$ cat config.mk
export PLATFORM = sky130hd
export DESIGN_NAME = uart_os_receiver
export DESIGN_NICKNAME = d
export VERILOG_FILES = /design/src/rtl/uart_pkg.sv /design/src/rtl/uart_os_tick.sv /design/src/rtl/uart_os_receiver.sv
export SDC_FILE = /design/constraint.sdc
export NUM_CORES = 1
export LEC_CHECK = 0
export CAP_MARGIN = 20
export CORE_MARGIN = 1.5
export CORE_UTILIZATION = 55
export CTS_BUF_LIST = sky130_fd_sc_hd__clkbuf_16
export CTS_CLUSTER_DIAMETER = 50
export CTS_CLUSTER_SIZE = 28
export DETAILED_ROUTE_END_ITERATION = 16
export GPL_TIMING_DRIVEN = 0
export PLACE_DENSITY_LB_ADDON = 0.05
export SLEW_MARGIN = 20
export SYNTH_ARGS = -nofsm -noshare
export SYNTH_HDL_FRONTEND = slang
export SYNTH_SLANG_ARGS = --single-unit
$ cat constraint.sdc
create_clock -name clk -period 2.2 [get_ports clk]
set_input_delay 0.66 -clock clk [delete_from_list [all_inputs] [get_ports clk]]
set_output_delay 0.66 -clock clk [all_outputs]
set_load 0.005 [all_outputs]
$ cat src/rtl/uart_pkg.sv
`timescale 1ns/1ps
// -----------------------------------------------------------------------------
// uart_pkg
// Definitions shared by the UART receive and transmit paths.
//   DATA_W         : number of data bits per character
//   rx_state_t     : receiver frame FSM states
//   clks_per_tick  : system clocks per oversampling tick (integer division)
// -----------------------------------------------------------------------------
package uart_pkg;

    localparam int DATA_W = 8;

    typedef enum logic [2:0] {
        ST_IDLE,
        ST_START,
        ST_DATA,
        ST_PARITY,
        ST_STOP,
        ST_WAIT_HIGH
    } rx_state_t;

    // Truncating division: the bit period runs slightly short of nominal,
    // which keeps mid-bit sampling inside the bit for the default rates.
    function automatic int clks_per_tick(input int clk_freq, input int baud,
                                         input int oversample);
        return clk_freq / (baud * oversample);
    endfunction

endpackage

$ cat src/rtl/uart_os_tick.sv
`timescale 1ns/1ps
// -----------------------------------------------------------------------------
// uart_os_tick
// Oversampling tick generator. A free-running counter 0..CLKS_PER_TICK-1
// produces a single-clock tick on its wrap cycle. Asserting restart returns
// the counter to 0 so the tick phase can be aligned to an incoming frame.
// Ports:
//   clk     : system clock
//   rst_n   : asynchronous active-low reset
//   restart : synchronous counter restart (suppresses the tick that cycle)
//   tick    : 1-clk clock-enable pulse, once every CLKS_PER_TICK clocks
// -----------------------------------------------------------------------------
module uart_os_tick #(
    parameter int CLKS_PER_TICK = 54
) (
    input  logic clk,
    input  logic rst_n,
    input  logic restart,
    output logic tick
);

    localparam int CNT_W = (CLKS_PER_TICK > 1) ? $clog2(CLKS_PER_TICK) : 1;
    localparam logic [CNT_W-1:0] CNT_LAST = CNT_W'(CLKS_PER_TICK - 1);

    logic [CNT_W-1:0] cnt_reg;

    always_ff @(posedge clk or negedge rst_n) begin
        if (!rst_n) begin
            cnt_reg <= '0;
        end else if (restart || (cnt_reg == CNT_LAST)) begin
            cnt_reg <= '0;
        end else begin
            cnt_reg <= cnt_reg + 1'b1;
        end
    end

    assign tick = (cnt_reg == CNT_LAST) && !restart;

endmodule

$ cat src/rtl/uart_os_receiver.sv
`timescale 1ns/1ps
// -----------------------------------------------------------------------------
// uart_os_receiver
// Oversampling UART receiver (8 data bits, LSB first, 1 stop bit) for the GPS
// serial link. Each bit is resolved by a 3-sample majority vote around
// mid-bit; received bytes are offered on a valid/ready handshake together with
// per-byte framing and parity error flags.
//
// Build option: define UART_RX_PARITY_EN to expect a parity bit between the
// data and stop bits (even parity, or odd when PARITY_ODD = 1). Without it the
// framing is 8N1 and rx_parity_err is constant 0.
//
// Ports:
//   clk           : system clock
//   rst_n         : asynchronous active-low reset
//   rx_in         : asynchronous serial line, idle high
//   rx_data       : received byte
//   rx_valid      : rx_data and error flags valid
//   rx_ready      : consumer accepts the byte
//   rx_frame_err  : stop bit sampled low for this byte
//   rx_parity_err : parity mismatch for this byte
//   rx_overrun    : sticky, a byte was dropped; cleared by the next handshake
//   rx_busy       : frame reception in progress (FSM not idle)
// -----------------------------------------------------------------------------
module uart_os_receiver
    import uart_pkg::*;
#(
    parameter int CLK_FREQ   = 100000000,
    parameter int BAUD       = 115200,
    parameter int OVERSAMPLE = 16,
    parameter int PARITY_ODD = 0
) (
    input  logic              clk,
    input  logic              rst_n,
    input  logic              rx_in,
    output logic [DATA_W-1:0] rx_data,
    output logic              rx_valid,
    input  logic              rx_ready,
    output logic              rx_frame_err,
    output logic              rx_parity_err,
    output logic              rx_overrun,
    output logic              rx_busy
);

    localparam int CLKS_PER_TICK = clks_per_tick(CLK_FREQ, BAUD, OVERSAMPLE);
    localparam int SC_W          = $clog2(OVERSAMPLE);
    localparam int MID           = OVERSAMPLE / 2;
    localparam int BIT_CNT_W     = $clog2(DATA_W);
    localparam int SYNC_STAGES   = 2;

    localparam logic [SC_W-1:0]      SC_SAMP0 = SC_W'(MID - 1);
    localparam logic [SC_W-1:0]      SC_SAMP1 = SC_W'(MID);
    localparam logic [SC_W-1:0]      SC_DEC   = SC_W'(MID + 1);
    localparam logic [SC_W-1:0]      SC_LAST  = SC_W'(OVERSAMPLE - 1);
    localparam logic [BIT_CNT_W-1:0] BIT_LAST = BIT_CNT_W'(DATA_W - 1);

    rx_state_t state_reg, state_next;

    logic [SYNC_STAGES-1:0] sync_reg;
    logic                   rxs;
    logic                   rxs_prev_reg;
    logic                   tick;
    logic                   tick_restart;
    logic [SC_W-1:0]        sc_reg;
    logic [1:0]             samp_reg;
    logic                   decide;
    logic                   bit_val;
    logic [DATA_W-1:0]      shift_reg;
    logic [BIT_CNT_W-1:0]   bit_cnt_reg;
    logic                   load_out;
    logic                   perr_reg;

    logic [DATA_W-1:0]      data_out_reg;
    logic                   valid_out_reg;
    logic                   ferr_out_reg;
    logic                   perr_out_reg;
    logic                   ovr_out_reg;

    // -------------------------------------------------------------------------
    // Tick generator, re-phased on every detected start edge
    // -------------------------------------------------------------------------
    uart_os_tick #(
        .CLKS_PER_TICK (CLKS_PER_TICK)
    ) u_tick (
        .clk     (clk),
        .rst_n   (rst_n),
        .restart (tick_restart),
        .tick    (tick)
    );

    assign rxs = sync_reg[SYNC_STAGES-1];

    // The third vote is the live synchronized value at the decision tick.
    assign decide  = tick && (sc_reg == SC_DEC);
    assign bit_val = (samp_reg[0] & samp_reg[1]) |
                     (samp_reg[0] & rxs) |
                     (samp_reg[1] & rxs);

    // -------------------------------------------------------------------------
    // Frame FSM
    // -------------------------------------------------------------------------
    always_ff @(posedge clk or negedge rst_n) begin
        if (!rst_n) begin
            state_reg <= ST_IDLE;
        end else begin
            state_reg <= state_next;
        end
    end

    always_comb begin
        state_next   = state_reg;
        tick_restart = 1'b0;
        load_out     = 1'b0;
        case (state_reg)
            ST_IDLE: begin
                if (rxs_prev_reg && !rxs) begin
                    state_next   = ST_START;
                    tick_restart = 1'b1;
                end
            end
            ST_START: begin
                // A high majority means the edge was a glitch.
                if (decide) begin
                    state_next = bit_val ? ST_IDLE : ST_DATA;
                end
            end
            ST_DATA: begin
                if (decide && (bit_cnt_reg == BIT_LAST)) begin
`ifdef UART_RX_PARITY_EN
                    state_next = ST_PARITY;
`else
                    state_next = ST_STOP;
`endif
                end
            end
            ST_PARITY: begin
                if (decide) begin
                    state_next = ST_STOP;
                end
            end
            ST_STOP: begin
                // Leave at mid-stop-bit so a back-to-back start edge is seen.
                if (decide) begin
                    load_out   = 1'b1;
                    state_next = bit_val ? ST_IDLE : ST_WAIT_HIGH;
                end
            end
            ST_WAIT_HIGH: begin
                // Suppresses repeated 0x00 bytes while a break holds the line.
                if (rxs) begin
                    state_next = ST_IDLE;
                end
            end
            default: begin
                state_next = ST_IDLE;
            end
        endcase
    end

    // -------------------------------------------------------------------------
    // Input synchronizer, sample counter and data shift register
    // -------------------------------------------------------------------------
    always_ff @(posedge clk or negedge rst_n) begin
        if (!rst_n) begin
            sync_reg     <= '1;
            rxs_prev_reg <= 1'b1;
            sc_reg       <= '0;
            samp_reg     <= 2'b11;
            shift_reg    <= '0;
            bit_cnt_reg  <= '0;
        end else begin
            sync_reg     <= {sync_reg[SYNC_STAGES-2:0], rx_in};
            rxs_prev_reg <= rxs;

            if (tick_restart) begin
                sc_reg <= '0;
            end else if (tick) begin
                sc_reg <= (sc_reg == SC_LAST) ? '0 : sc_reg + 1'b1;
                if (sc_reg == SC_SAMP0) begin
                    samp_reg[0] <= rxs;
                end
                if (sc_reg == SC_SAMP1) begin
                    samp_reg[1] <= rxs;
                end
            end

            if (decide && (state_reg == ST_START)) begin
                bit_cnt_reg <= '0;
            end else if (decide && (state_reg == ST_DATA)) begin
                shift_reg   <= {bit_val, shift_reg[DATA_W-1:1]};
                bit_cnt_reg <= bit_cnt_reg + 1'b1;
            end
        end
    end

    // -------------------------------------------------------------------------
    // Parity check
    // -------------------------------------------------------------------------
`ifdef UART_RX_PARITY_EN
    always_ff @(posedge clk or negedge rst_n) begin
        if (!rst_n) begin
            perr_reg <= 1'b0;
        end else if (decide && (state_reg == ST_START)) begin
            perr_reg <= 1'b0;
        end else if (decide && (state_reg == ST_PARITY)) begin
            // Mismatch when the received bit differs from ^data ^ PARITY_ODD.
            perr_reg <= bit_val ^ (^shift_reg) ^ PARITY_ODD[0];
        end
    end
`else
    // No parity bit on the line: the flag is constant 0 for every byte.
    assign perr_reg = 1'b0 & PARITY_ODD[0];
`endif

    // -------------------------------------------------------------------------
    // Output holding register with overrun detection
    // -------------------------------------------------------------------------
    always_ff @(posedge clk or negedge rst_n) begin
        if (!rst_n) begin
            data_out_reg  <= '0;
            valid_out_reg <= 1'b0;
            ferr_out_reg  <= 1'b0;
            perr_out_reg  <= 1'b0;
            ovr_out_reg   <= 1'b0;
        end else if (load_out) begin
            if (!valid_out_reg || rx_ready) begin
                // Register is empty or draining this cycle: take the new byte.
                data_out_reg  <= shift_reg;
                valid_out_reg <= 1'b1;
                ferr_out_reg  <= !bit_val;
                perr_out_reg  <= perr_reg;
                if (valid_out_reg) begin
                    ovr_out_reg <= 1'b0;
                end
            end else begin
                // Held byte not yet taken: drop the new one.
                ovr_out_reg <= 1'b1;
            end
        end else if (valid_out_reg && rx_ready) begin
            valid_out_reg <= 1'b0;
            ovr_out_reg   <= 1'b0;
        end
    end

    assign rx_data       = data_out_reg;
    assign rx_valid      = valid_out_reg;
    assign rx_frame_err  = ferr_out_reg;
    assign rx_parity_err = perr_out_reg;
    assign rx_overrun    = ovr_out_reg;
    assign rx_busy       = (state_reg != ST_IDLE);

endmodule

* Word-level counts from Yosys, hierarchy flattened
Cells that the tools add are included.
** Operators by class
- Bitwise logic cells :: 7
- Muxes and demuxes :: 25
- Equality and inequality tests :: 19
- $add $sub $neg :: 3
- Reductions and logical operators :: 25
** Operators by type and width (count)
- $mux 3 :: 9
- $pmux 3 s6 :: 1
- $eq 4x4->1 const B :: 3
- $mux 4 :: 3
- $ne 2x2->1 const B :: 6
- $mux 1 :: 10
- $eq 3x3->1 const B :: 3
- $reduce_and 2->1 :: 4
- $logic_and 1x1->1 :: 7
- $add 6x1->6 const B :: 1
- $eq 3x2->1 const B :: 2
- $eq 6x6->1 const B :: 1
- $mux 6 :: 1
- $reduce_and 3->1 :: 2
- $reduce_and 6->1 :: 1
- $reduce_bool 2->1 :: 3
- $add 4x1->4 const B :: 1
- $eq 4x3->1 const B :: 1
- $logic_not 1->1 :: 4
- $add 3x1->3 const B :: 1
- $and 1x1->1 :: 3
- $eq 3x1->1 const B :: 1
- $logic_not 3->1 :: 1
- $ne 3x3->1 const B :: 1
- 6 further kinds :: 9
** Storage, ports and cells
- Output and inout bits :: 13
- Flip-flop bits (word level) :: 40
- Word-level logic and storage cells :: 92

* Logic depth before layout (Yosys ltp)
Gate-level depths: netlist (run 1).
- Word-level depth :: 11
- Mapped depth :: 7
- Mapped depth without buffers :: 6

* Cells and area by module
Synthesis (run 1) repeated with hierarchy kept, for this count alone.
** Unflattened totals
- Cells, all modules :: 161
- Area, all modules :: 1909.3 sq um
** By module, submodules not included
- uart_os_receiver :: times used 1, area each 1619.1 sq um, cells each 134, sequential area each 857.1 sq um
- uart_os_tick :: times used 1, area each 290.3 sq um, cells each 27, sequential area each 150.1 sq um

* Least setup slack after synthesis (run 1)
OpenSTA, ideal clock, no wires.
- Kind :: flip-flop to flip-flop
- Start :: register u_tick.cnt_reg[1]
- End :: register state_reg[1]
- Library setup time :: 78 ps
- Arrival :: 1791 ps
- Stages on the path, launching flop included :: 7
- Data required time :: 2122 ps
- Slack :: 331 ps
- Clock period less this slack :: 1869 ps
- Cell sequence :: dfrtp_1 inv_1 ha_1 nand2_2 or4_4 or4b_1 a21oi_1
** Between the ends
- Longest elaborated chain between the ends :: 6
- Elaborated cells on any way between the ends :: 9
- Those cells by class :: 5 x eq/ne; 4 x reduce/logical
** RTL lines
- start: declaration :: RTL line uart_os_tick.sv:25 : logic [CNT_W-1:0] cnt_reg;
- start signal: assignment :: RTL line uart_os_tick.sv:33 : cnt_reg <= cnt_reg + 1'b1;
- $eq 6x6->1 (*) :: RTL line uart_os_tick.sv:37 : assign tick = (cnt_reg == CNT_LAST) && !restart;
- $logic_and 1x1->1 (*) :: RTL line uart_os_tick.sv:37
- $logic_and 1x1->1 (*) :: RTL line uart_os_receiver.sv:94 : assign decide = tick && (sc_reg == SC_DEC);
- $logic_and 1x1->1 :: RTL line uart_os_receiver.sv:128 : if (decide && (bit_cnt_reg == BIT_LAST)) begin
- $ne 2x2->1 (no source line)
- $reduce_and 6->1 (no source line) (*)
- end signal: assignment :: RTL line uart_os_receiver.sv:106 : state_reg <= state_next;
- end: declaration :: RTL line uart_os_receiver.sv:57 : rx_state_t state_reg, state_next;
Every way passes the cells marked *; elsewhere a longest branch is shown, timed or not.
A chain may end at the register's enable or synchronous reset.

* Final worst setup path (run 1)
- Start :: register state_reg[0]
- End :: output rx_busy
** Between the ends
- Longest elaborated chain between the ends :: 1
** RTL lines
- $reduce_bool 3->1 :: RTL line uart_os_receiver.sv:250 : assign rx_busy = (state_reg != ST_IDLE);
- end: declaration :: RTL line uart_os_receiver.sv:42 : output logic rx_busy
Every way passes these cells.

==> impl_metrics.ini, run 1 <==
[routing]
vias_per_cell = 5.57
wl_met1_um = 1490
initialDrtViolationCount = 36
drc = 0
firstDrtPassIters = 4
route.met3.wl_um = 166
num_vias = 1286
top_layer = met4
wl_met2_um = 1760
ant_nets = 0
totalWireLength_um = 3440
wl_per_cell_um = 14.9

[worst_setup_path]
ff2ff_setup_slack_ns = 0.17
start_kind = register
crit_fanout = 7
worstSetupPathType = register to primary output
required_ns = 1.54
cp_data_arrival_time_ns = 1.42
rr_startpoint = u_tick.cnt_reg[1]
worstSetupEndpointType = primary output
rr_endpoint = shift_reg[3]
reg2regPathDepth = 7

[grt]
grt_pass1_wl_um = 5620
grt_max_degree = 31
antenna_found_initial = 0
overflow = 0
grt_usage_pct = 20.6
grt_pass1_vias = 1276

[yosys]
async_reset_ff_share_pct = 100
ys_ff_latch = 40
netlist_area_um2 = 1880
synth_fa_ha_area_share_pct = 5.18
synth_compound_area_share_pct = 8.70
avgSynthCellArea_um2 = 11.7
synth-edff-count = 0
syn_nets = 172
synthCells = 161
synthSimpleGateAreaFrac_pct = 15.3
synth_top_family_by_area = simple AND/OR/NAND/NOR gates
yosys_warnings = 0
synthXorXnorAreaFrac_pct = 2.32
synth_top_area_share_pct = 46.5
muxShareOfSynthArea_pct = 12.4
synth_area_leaders = dfrtp_1 (46%), mux2_2 (11%), dfstp_2 (7.0%), ha_1 (4.6%), nor2_1 (3.4%)
yosysUniqueCellTypes = 46
synth_flop_cell = dfrtp_1
seq_area_frac_synth_pct = 53.5
synth_area_leader_cell = dfrtp_1

[clocking]
clk_path_buf_depth = 2
htree_levels = 2
cts_tree = yes
clkLatencyLatePin_ns = 0.28
cts_root_buffer = clkbuf_16
cts.clk_slew.worst_paths_ns = 0.06
cts_sinks = 40
cts_buffers = 5

[timing]
tightest_slew_ns = 0.649
setup_viol = 0
slew_viol_final = 0
finalHoldViolCount = 0
fmax_ghz = 0.480
post-route-min-period_ns = 2.08
fin_crit_sh_pct = 94.7
slew_headroom_pct = 56.4
fin_worst_skew_ns = 0.00460
rsz0062_at_grt = no
fin_ws_ns = 0.117

[final_layout]
nets = 195
drive_gt1_share_pct = 24.9
finalNonFillerCells = 231
post-route-util_pct = 69.5
finalInstanceArea_um2 = 2300
areaGrowthSynthToFinish_pct = 22.2
diodes = 0

[place]
port_buffers = 15
place_inst = 223
gp_congestion = 0.918
placedInstanceArea_um2 = 2110
dpl.hpwl_um = 2390
dp_slack_ns = -0.125

[power_and_ir_drop]
irDropWorstVdd_uv = 787
pwr_density_cell_nw_per_um2 = 914
total_power_w = 0.00210
p_leak_nw = 1.02

[floorplanning]
die_h_um = 61.5
core_area_um2 = 3310
die_area_um2 = 3790
die_x_um = 61.5
start_util_pct = 56.9
ioPinCount = 17
rows = 21

[min_path]
worstHoldPathType = input pin to async pin

[outcome]
status = completed

[flow_run]
cap_violations = 0
## critical path, cell delays in order (launching register included)
cell and delay, ns:
dfrtp_2 0.46, or3_1 0.41, dlygate4sd2_1 0.28
## cell usage after synthesis, types with 2 or more instances
library cell	instances
ha_1	7
inv_1	5
nor2_1	17
a32oi_1	2
xor2_1	3
o2bb2ai_1	3
dfstp_2	5
xnor2_1	2
a21oi_1	7
mux2_2	19
nand2b_1	5
o21ai_0	5
nand2_1	6
nand3_1	4
mux2i_1	2
clkbuf_1	4
a31oi_1	2
dfrtp_1	35
## cells in the final DEF, fill, tap and decap left out, types with 2 or more instances in the layout
cell type / synthesis / routed
a21oi_1: 7 / 7
a31oi_1: 2 / 2
a32oi_1: 2 / 2
buf_12: 0 / 2
buf_2: 1 / 2
clkbuf_1: 4 / 3
clkbuf_16: 0 / 5
clkdlybuf4s50_1: 0 / 13
dfrtp_1: 35 / 34
dfstp_2: 5 / 5
ha_1: 7 / 7
inv_1: 5 / 5
mux2_2: 19 / 19
mux2i_1: 2 / 2
nand2_1: 6 / 6
nand2b_1: 5 / 5
nand3_1: 4 / 4
nor2_1: 17 / 17
o21ai_0: 5 / 5
o2bb2ai_1: 3 / 3
xnor2_1: 2 / 2
xor2_1: 3 / 3
## per-stage QoR
step                TNS (ns)  hold slack (ns)
CTS                        0            0.253
global route               0            0.261
floorplan                  0            0.345
finish                     0            0.251
global placement      -14.69            0.347
detailed placement     -1.00            0.348
## what timing repair did
item | in CTS | in global routing
setup buffers | 0 | 1
resized for setup | 3 | 1
endpoints found under the setup margin | 3 | 16
hold buffers | 0 | 0
pin swaps | 0 | 1
## logic make-up (layout without fill, tap and decap cells)
family	Yosys count	in the layout
AND/OR/NAND/NOR	50	50
flip-flops	40	40
AO/OA/AOI/OAI	25	25
multiplexers	21	21
buffers and inverters	11	35
adder cells (fa/ha/maj)	8	8
XOR/XNOR	5	5
other	1	1
## per-layer routing
layer,global-route usage (%),vias up
met4,8.21,0
li1,-,619
met5,0,-
met3,6.93,2
met2,33.7,34
met1,25.1,631
## how the worst max path moves through the flow
| stage | start | endpoint | slack, ns |
|---|---|---|---|
| final | state_reg[0] | rx_busy | 0.12 |
| after global routing | state_reg[0] | rx_busy | 0.08 |
| after floorplan | u_tick.cnt_reg[1] | state_reg[1] | 0.33 |
| after global placement | rst_n | rx_data[2] | -0.39 |
| after CTS | u_tick.cnt_reg[1] | shift_reg[3] | 0.06 |
| after detailed placement | rx_ready | rx_data[6] | -0.13 |
## cell type report
cell class | instances | area [um^2]
tap | 46 | 57.6
fill | 255 | 1010
timing repair buffer | 17 | 184
buffer | 5 | 23.8
clock buffer | 5 | 125
sequential | 40 | 1010
multi-input combinational | 110 | 842
clock inverter | 3 | 42.5
inverter | 5 | 18.8
## power breakdown
group          internal [W]  switching, W
Combinational      0.000179      0.000213
Clock              0.000532      0.000273
Sequential         0.000814     0.0000915
Note: power is estimated with default switching activity, not from simulation.
==> run 2, diff against run 1 <==
==> constraint.sdc (replaced) <==
create_clock -name clk -period 2 [get_ports clk]
set_input_delay 0.6 -clock clk [delete_from_list [all_inputs] [get_ports clk]]
set_output_delay 0.6 -clock clk [all_outputs]
set_load 0.005 [all_outputs]
==> impl_metrics.ini, run 2 (synthesis gave the netlist of run 1 again) <==
[timing]
fin_crit_sh_pct = 101
fin_worst_skew_ns = 0.00562
setup_viol = 1
slew_viol_final = 0
finalHoldViolCount = 0
post-route-min-period_ns = 2.02
fin_ws_ns = -0.0225
tns_ns = -0.0225
rsz0062_at_grt = yes
fmax_ghz = 0.494

[clocking]
cts_root_buffer = clkbuf_16
cts_buffers = 5
cts_sinks = 40
clkLatencyLatePin_ns = 0.28
cts-hold-fix-buffers = 0
cts_tree = yes
clk_path_buf_depth = 2
htree_levels = 2
cts.clk_slew.worst_paths_ns = 0.06

[final_layout]
areaGrowthSynthToFinish_pct = 25.8
drive_gt1_share_pct = 29.8
nets = 198
mostFrequentLayoutCells = dfrtp_1 (34), mux2_2 (19), nor2_1 (17)
mostFrequentLayoutCell = dfrtp_1
diodes = 0
finalInstanceArea_um2 = 2370

[worst_setup_path]
ff2ff_setup_slack_ns = -0.02
rr_endpoint = state_reg[1]
crit_fanout = 3
rr_startpoint = u_tick.cnt_reg[1]
path_cells = inv_1 > ha_2 > nand2_2 > or4_4 > or4b_4 > a21oi_2
cp_slowest_cell = or4_4
worstSetupEndpointType = register
required_ns = 2.21
slowest_delay_ns = 0.58
start_kind = register
reg2regPathDepth = 6
cp_data_arrival_time_ns = 2.23
worstSetupPathType = register to register

[flow_run]
cap_violations = 0

[place]
dp_slack_ns = -0.265
placedInstanceArea_um2 = 2110
gp_congestion = 0.918
port_buffers = 15
dpl.hpwl_um = 2390

[routing]
vias_per_cell = 5.60
drc = 0
firstDrtPassIters = 4
ant_nets = 0
num_vias = 1310
wl_per_cell_um = 15.3
initialDrtViolationCount = 115
totalWireLength_um = 3570

[grt]
grt_usage_pct = 21.4
antenna_found_initial = 0
overflow = 0
grt_max_degree = 31
grt_pass1_wl_um = 5850
grt_pass1_vias = 1257

[power_and_ir_drop]
p_sw_w = 0.000659
pwr_density_cell_nw_per_um2 = 1000
p_sw_share_pct = 27.8
p_leak_nw = 1.06
irDropWorstVdd_uv = 860
combPwrFrac_pct = 21.2
total_power_w = 0.00237
p_seq_share_pct = 41.3
p_int_w = 0.00171
p_clk_share_pct = 37.6

[min_path]
worstHoldPathType = input pin to async pin

[floorplanning]
die_h_um = 61.5
die_area_um2 = 3790
rows = 21
die_x_um = 61.5
start_util_pct = 56.9
ioPinCount = 17
core_area_um2 = 3310

[outcome]
status = complete, but fails checks
violations = negative setup slack
[run 2: power by group through the flow]
| stage | Clock (W) | Combinational, W | Sequential, W |
|---|---|---|---|
| floorplan | 0 | 0.000338 | 0.000968 |
| global placement | 0 | 0.000435 | 0.000978 |
| detailed placement | 0 | 0.000455 | 0.000987 |
| CTS | 0.000914 | 0.000467 | 0.000980 |
| global route | 0.000950 | 0.000566 | 0.000990 |
| finish | 0.000890 | 0.000502 | 0.000978 |
[run 2: per-stage QoR]
step / hold WS (ns) / std cells / util, %
final: 0.188 / 234 / 71.6
after global routing: 0.197 / 234 / 71.6
after CTS: 0.193 / 232 / 70.4
after detailed placement: 0.348 / 223 / 63.6
after global placement: 0.347 / 222 / 63.2
after floorplan: 0.304 / 161 / -
[run 2: per-layer routing]
metal / global-route usage, % / share of wire [%] / wire [um] / vias up
met3: 6.51 / 4.1 / 148 / 4
met4: 7.29 / 1.3 / 45 / 0
met5: 0 / 0 / 0 / -
met2: 33.5 / 52 / 1850 / 32
li1: - / - / - / 626
met1: 28.3 / 43 / 1530 / 648
[run 2: final cells by class]
type | instances | area (um^2)
fillers | 251 | 940
clock buffers | 5 | 125
flip-flops and latches | 40 | 1010
clock inverters | 3 | 42.5
well taps | 46 | 57.6
multi-input cells | 110 | 888
inverters | 5 | 18.8
plain buffers | 5 | 23.8
repair buffers | 20 | 206
[run 2: how the worst max path moves through the flow]
stage	end	cells after the start	startpoint	slack (ns)
global placement	rx_data[2]	1	rst_n	-0.53
finish	state_reg[1]	6	u_tick.cnt_reg[1]	-0.02
global route	state_reg[1]	5	u_tick.cnt_reg[0]	-0.07
detailed placement	rx_data[6]	5	rx_ready	-0.27
CTS	state_reg[1]	6	u_tick.cnt_reg[1]	0.008
floorplan	state_reg[1]	6	u_tick.cnt_reg[1]	0.13
[run 2: critical path, delay by kind of cell, from the launching register on]
kind	cells	cell delay (ns)
fa+ha+maj	1	0.18
buf+inv	1	0.06
flops	1	0.38
simple gates	3	1.20
compound gates	1	0.14
[run 2: repair_timing]
item,in CTS,in global routing
endpoints found under the setup margin,30,20
setup buffers,2,2
gates resized for setup,8,6
hold endpoints to repair,0,0
pin swaps,1,2
